## config.mk

```make
export PLATFORM = sky130hd
export DESIGN_NAME = fc_out_accum
export DESIGN_NICKNAME = d
export VERILOG_FILES = /design/src/rtl/fc_out_accum.sv
export SDC_FILE = /design/constraint.sdc
export NUM_CORES = 2
export LEC_CHECK = 0
export CAP_MARGIN = 20
export CELL_PAD_IN_SITES_DETAIL_PLACEMENT = 0
export CELL_PAD_IN_SITES_GLOBAL_PLACEMENT = 1
export CORE_ASPECT_RATIO = 0.7
export CORE_UTILIZATION = 52
export CTS_CLUSTER_DIAMETER = 100
export DETAILED_ROUTE_END_ITERATION = 8
export PLACE_DENSITY = 0.95
export SLEW_MARGIN = 20
export SYNTH_ARGS = -nofsm -noshare
export SYNTH_HDL_FRONTEND = slang
export SYNTH_SLANG_ARGS = --single-unit
```

## constraint.sdc

```tcl
create_clock -name clk -period 18.1 [get_ports clk]
set_input_delay 3.62 -clock clk [delete_from_list [all_inputs] [get_ports clk]]
set_output_delay 3.62 -clock clk [all_outputs]
set_load 0.01 [all_outputs]
```

## src/rtl/fc_out_accum.sv

```systemverilog
`default_nettype none
// ============================================================================
// Module   : fc_out_accum
// Brief    : Output FC layer, NUM_CLS parallel signed MACs over N_IN beats,
//            packed class scores presented with a one-cycle out_valid pulse.
//            Optional saturating accumulation: define FC_ACC_SAT_EN.
// Revision : 1.0
// ============================================================================
module fc_out_accum #(
    parameter int N_IN    = 64,
    parameter int NUM_CLS = 10,
    parameter int ACT_W   = 8,
    parameter int WGT_W   = 8,
    parameter int ACC_W   = 30
) (
    input  logic                       clk,
    input  logic                       rst,
    input  logic                       in_valid,
    output logic                       in_ready,
    input  logic [ACT_W-1:0]           in_act,
    input  logic [NUM_CLS*WGT_W-1:0]   in_wgt,
    input  logic                       in_last,
    output logic [NUM_CLS*ACC_W-1:0]   layer_out,
    output logic                       out_valid,
    output logic                       busy,
    output logic                       err_len,
    output logic                       sat_hit
);

    localparam int PROD_W = ACT_W + WGT_W;
    localparam int CNT_W  = $clog2(N_IN + 1);
    localparam logic [CNT_W-1:0] LAST_CNT = CNT_W'(N_IN - 1);

    typedef enum logic [1:0] {
        S_IDLE = 2'd0,
        S_ACC  = 2'd1,
        S_DONE = 2'd2
    } state_t;

    state_t                   state;
    state_t                   state_next;
    logic [CNT_W-1:0]         beat_cnt;
    logic                     final_beat;
    logic                     load;
    logic                     accum;
    logic                     publish;
    logic signed [PROD_W-1:0] act_ext;
    logic signed [ACC_W-1:0]  acc      [NUM_CLS];
    logic signed [ACC_W-1:0]  prod_ext [NUM_CLS];
    logic signed [ACC_W-1:0]  acc_sum  [NUM_CLS];
`ifdef FC_ACC_SAT_EN
    logic [NUM_CLS-1:0]       ovf;
    logic                     sat_reg;
`endif

    assign final_beat = (beat_cnt == LAST_CNT);
    assign busy       = (state == S_ACC) || (state == S_DONE);
    assign act_ext    = PROD_W'($signed(in_act));

    always_ff @(posedge clk) begin
        if (rst) begin
            state <= S_IDLE;
        end else begin
            state <= state_next;
        end
    end

    always_comb begin
        state_next = state;
        in_ready   = 1'b0;
        load       = 1'b0;
        accum      = 1'b0;
        publish    = 1'b0;
        case (state)
            S_IDLE: begin
                in_ready = 1'b1;
                if (in_valid) begin
                    load       = 1'b1;
                    state_next = S_ACC;
                end
            end
            S_ACC: begin
                in_ready = 1'b1;
                if (in_valid) begin
                    accum = 1'b1;
                    if (final_beat) begin
                        state_next = S_DONE;
                    end
                end
            end
            S_DONE: begin
                publish    = 1'b1;
                state_next = S_IDLE;
            end
            default: state_next = S_IDLE;
        endcase
    end

    // Products are exact in PROD_W bits, so sign-extending to ACC_W is lossless.
    for (genvar k = 0; k < NUM_CLS; k++) begin : g_mac
        logic signed [PROD_W-1:0] wgt_ext;
        logic signed [PROD_W-1:0] prod;
        assign wgt_ext     = PROD_W'($signed(in_wgt[k*WGT_W +: WGT_W]));
        assign prod        = act_ext * wgt_ext;
        assign prod_ext[k] = ACC_W'(prod);
`ifdef FC_ACC_SAT_EN
        logic [ACC_W:0] wide;
        assign wide       = {acc[k][ACC_W-1], acc[k]} + {prod_ext[k][ACC_W-1], prod_ext[k]};
        assign ovf[k]     = wide[ACC_W] ^ wide[ACC_W-1];
        assign acc_sum[k] = !ovf[k]     ? wide[ACC_W-1:0] :
                            wide[ACC_W] ? {1'b1, {(ACC_W-1){1'b0}}} :
                                          {1'b0, {(ACC_W-1){1'b1}}};
`else
        assign acc_sum[k] = acc[k] + prod_ext[k];
`endif
    end

    always_ff @(posedge clk) begin
        if (rst) begin
            beat_cnt  <= '0;
            out_valid <= 1'b0;
            err_len   <= 1'b0;
            layer_out <= '0;
            for (int k = 0; k < NUM_CLS; k++) begin
                acc[k] <= '0;
            end
        end else begin
            out_valid <= publish;
            if (load) begin
                beat_cnt <= CNT_W'(1);
                for (int k = 0; k < NUM_CLS; k++) begin
                    acc[k] <= prod_ext[k];
                end
            end else if (accum) begin
                beat_cnt <= beat_cnt + CNT_W'(1);
                for (int k = 0; k < NUM_CLS; k++) begin
                    acc[k] <= acc_sum[k];
                end
            end else if (publish) begin
                beat_cnt <= '0;
                for (int k = 0; k < NUM_CLS; k++) begin
                    layer_out[k*ACC_W +: ACC_W] <= acc[k];
                end
            end
            // Frame length is governed by beat_cnt; in_last is only audited.
            if ((load || accum) && (in_last != final_beat)) begin
                err_len <= 1'b1;
            end
        end
    end

`ifdef FC_ACC_SAT_EN
    always_ff @(posedge clk) begin
        if (rst) begin
            sat_reg <= 1'b0;
        end else if (accum && (|ovf)) begin
            sat_reg <= 1'b1;
        end
    end
    assign sat_hit = sat_reg;
`else
    assign sat_hit = 1'b0;
`endif

endmodule
`default_nettype wire

```

==> flow_metrics.py <==
metrics = {
    "setup_path": {
        "cp.arrival_ns": 11.39,
        "ff2ff_path_depth": 7,
        "r2r-end": "acc[0][166]",
        "critical_path_required_ns": 18.49,
        "crit_buf_inv": 5,
        "ff2ff_setup_slack_ns": 13.33,
        "r2r-start": "state[0]",
        "worstSetupPathType": "input pin to flop",
        "crit_fanout": 41,
        "crit_family": "adder cells",
        "start_kind": "input pin",
        "crit_top_cell": "fa_1",
        "crit_path_end_kind": "flop",
        "critPathSlowestCell": "xnor2_2",
        "slowest_delay_ns": 0.79,
    },
    "floorplan": {
        "core_area_um2": 115000,
        "num_io_pins": 397,
        "fp.dieH_um": 288,
        "num_rows": 104,
        "die_area_um2": 118000,
        "initial_core_util": 0.527,
        "die_w_um": 411,
    },
    "synthesis": {
        "synth_xor_area_frac": 0.0598,
        "synth_top_area_cell": "fa_1",
        "syn_nets": 7835,
        "dominantRegCellSynth": "dfxtp_1",
        "synth.top_cell.area_share": 0.184,
        "synthCells": 6590,
        "ys_types": 81,
        "synth_top_family_by_area": "adder cells",
        "synthAdderAreaFrac": 0.306,
        "async_flop_share": 0,
        "ys_seq_area_frac": 0.251,
        "yosysWarnings": 0,
        "synth_edf_count": 300,
        "synth_area_leaders": "fa_1 18%, edfxtp_1 15%, ha_1 12%",
        "synthMuxAreaShare": 0.0504,
        "synthSimpleGateAreaFrac": 0.137,
        "ys_seq_elements": 611,
        "synth_compound_area_frac": 0.127,
        "synthTopCellsByCount": "893 x inv_1, 593 x ha_1, 560 x fa_1",
        "synthesis.area_um2": 60800,
        "avgSynthCellArea_um2": 9.23,
        "yosysMostFrequentCell": "inv_1",
    },
    "finish": {
        "area_growth_pct": 12.7,
        "layout-drive-gt1-share": 0.0279,
        "final_nets": 8105,
        "fill_cells": 9829,
    },
    "clocking": {
        "cts_tree": "done",
        "cts-resized-gates": 0,
        "clkSlewWorstSetupHoldPaths_ns": 0.06,
        "postCtsSetupRepairBufs": 0,
        "hold_buffers": 0,
        "clock-root-buffer": "clkbuf_16",
        "htreeDepth": 3,
        "numClockSinks": 611,
        "clk_latency_ns": 0.70,
        "cts.path.max_buffers": 3,
        "cts_made_buffers": 68,
    },
    "routing": {
        "detail-route-antenna-nets": 0,
        "drt_pre_antenna_iters": 7,
        "wl_um": 154000,
        "viasPerCell": 5.53,
        "drt_iter0_markers": 3135,
        "drc": 0,
        "wl_per_cell_um": 18.2,
        "num_vias": 46900,
    },
    "grt": {
        "grt_usage": 0.262,
        "grt_pass1_vias": 46600,
        "grt_pass1_wl_um": 251000,
        "antenna_found_initial": 25,
        "grt_max_degree": 145,
        "grt_overflow": 0,
    },
    "hold_path": {
        "hold_class": "flop to flop",
        "min_from": "err_len",
        "hold_depth": 2,
        "holdPathEnd": "err_len",
    },
    "sta": {
        "tightest_slew_ns": 1.15,
        "worst_clock_skew_ns": 0.0287,
        "slew_headroom": 0.227,
        "finalMaxSlewViolations": 0,
        "setup_viol": 0,
        "finalSetupTns_ns": 0,
        "post-route-min-period_ns": 11.00,
        "fmax_ghz": 0.0909,
        "period_share": 0.608,
        "hold_viol": 0,
        "rsz0062_at_grt": "false",
    },
    "placement": {
        "dp.final_hpwl_um": 114000,
        "portBuffers": 395,
        "place_congestion": 0.915,
    },
    "outcome": {
        "status": "finished clean",
    },
    "flow_run": {
        "maxCapViolCount": 0,
    },
}
[stage by stage]
step           cells   util  setup slack [ns]  hold WS, ns  instance area [um^2]
4_1_cts         8452  0.593              7.15        0.485                 68500
3_5_place_dp    8326  0.573              6.42        0.476                 66100
3_3_place_gp    8326  0.573              6.66        0.466                 66100
6_report        8475  0.594              7.10        0.482                 68500
5_1_grt         8466  0.594              6.53        0.506                 68500
2_1_floorplan   6590      -              6.79        0.463                 60800
[how the worst max path moves through the flow]
stage	end	cells past startpoint	slack, ns	start
6_report	acc[0][59]	26	7.10	in_act[7]
5_1_grt	acc[0][59]	28	6.53	in_act[3]
4_1_cts	acc[0][269]	26	7.15	in_act[7]
3_5_place_dp	acc[0][59]	26	6.42	in_act[7]
3_3_place_gp	acc[0][59]	26	6.66	in_act[7]
2_1_floorplan	acc[0][0]	3	6.79	rst
[sequential cells by signal, indices dropped and copies added, names as in the netlist]
| name | count |
|---|---|
| acc | 300 |
| layer_out | 300 |
| err_len | 1 |
| out_valid | 1 |
| beat_cnt | 7 |
| state | 2 |
[metal layers]
metal,vias to the layer above,wire (um),track usage
met4,12,2470,0.0627
met3,166,10300,0.0508
met5,-,81,0
met1,22900,71200,0.368
met2,1223,70500,0.415
li1,22600,-,-
[cells in the final DEF (no fill, tap or decap), types with 16 or more instances in the layout]
cell / instances
fa_1: 560
diode_2: 22
and2_1: 420
clkbuf_16: 77
nor3_1: 52
xnor2_1: 269
dfxtp_1: 311
o21bai_1: 67
nor2b_1: 32
a31oi_1: 40
a21oi_1: 383
edfxtp_1: 300
o21a_1: 48
and3_1: 23
nand4_1: 32
nand2_1: 484
nor2_1: 517
a21o_1: 129
nand3_1: 63
clkdlybuf4s50_1: 386
mux2i_1: 306
nand2b_1: 52
clkbuf_1: 16
ha_1: 592
inv_1: 893
xor2_1: 141
a211oi_1: 53
buf_4: 38
o211ai_1: 21
a211o_1: 17
o21ai_0: 323
a22o_1: 16
[tightest hold or removal path, delay by kind of cell, from the launching register on]
kind	cells	cell delay [ns]
AOI/OAI and AO/OA	1	0.07
DFF	1	0.31
buffers and inverters	1	0.05
[cells by family (layout without fill, tap and decap cells)]
family | after synthesis | in the layout
simple gates | 1745 | 1745
compound gates | 1238 | 1238
fa+ha+maj | 1153 | 1153
buf+inv | 1121 | 1447
flops | 611 | 611
xor+xnor | 415 | 415
mux | 306 | 306
other cells | 1 | 23
[final cells by class]
class	count	area, um^2	share of cell area
diodes	22	55.1	0.000803
repair buffers	428	4220	0.0615
well taps	1537	1920	0.0281
flip-flops and latches	611	15200	0.222
clock inverters	26	230	0.00336
inverters	893	3350	0.0489
clock buffers	100	2080	0.0304
multi-input cells	4858	41400	0.605
Power is not shown: default switching activity piles up to over one toggle a cycle in this logic, so the estimate is an artifact.
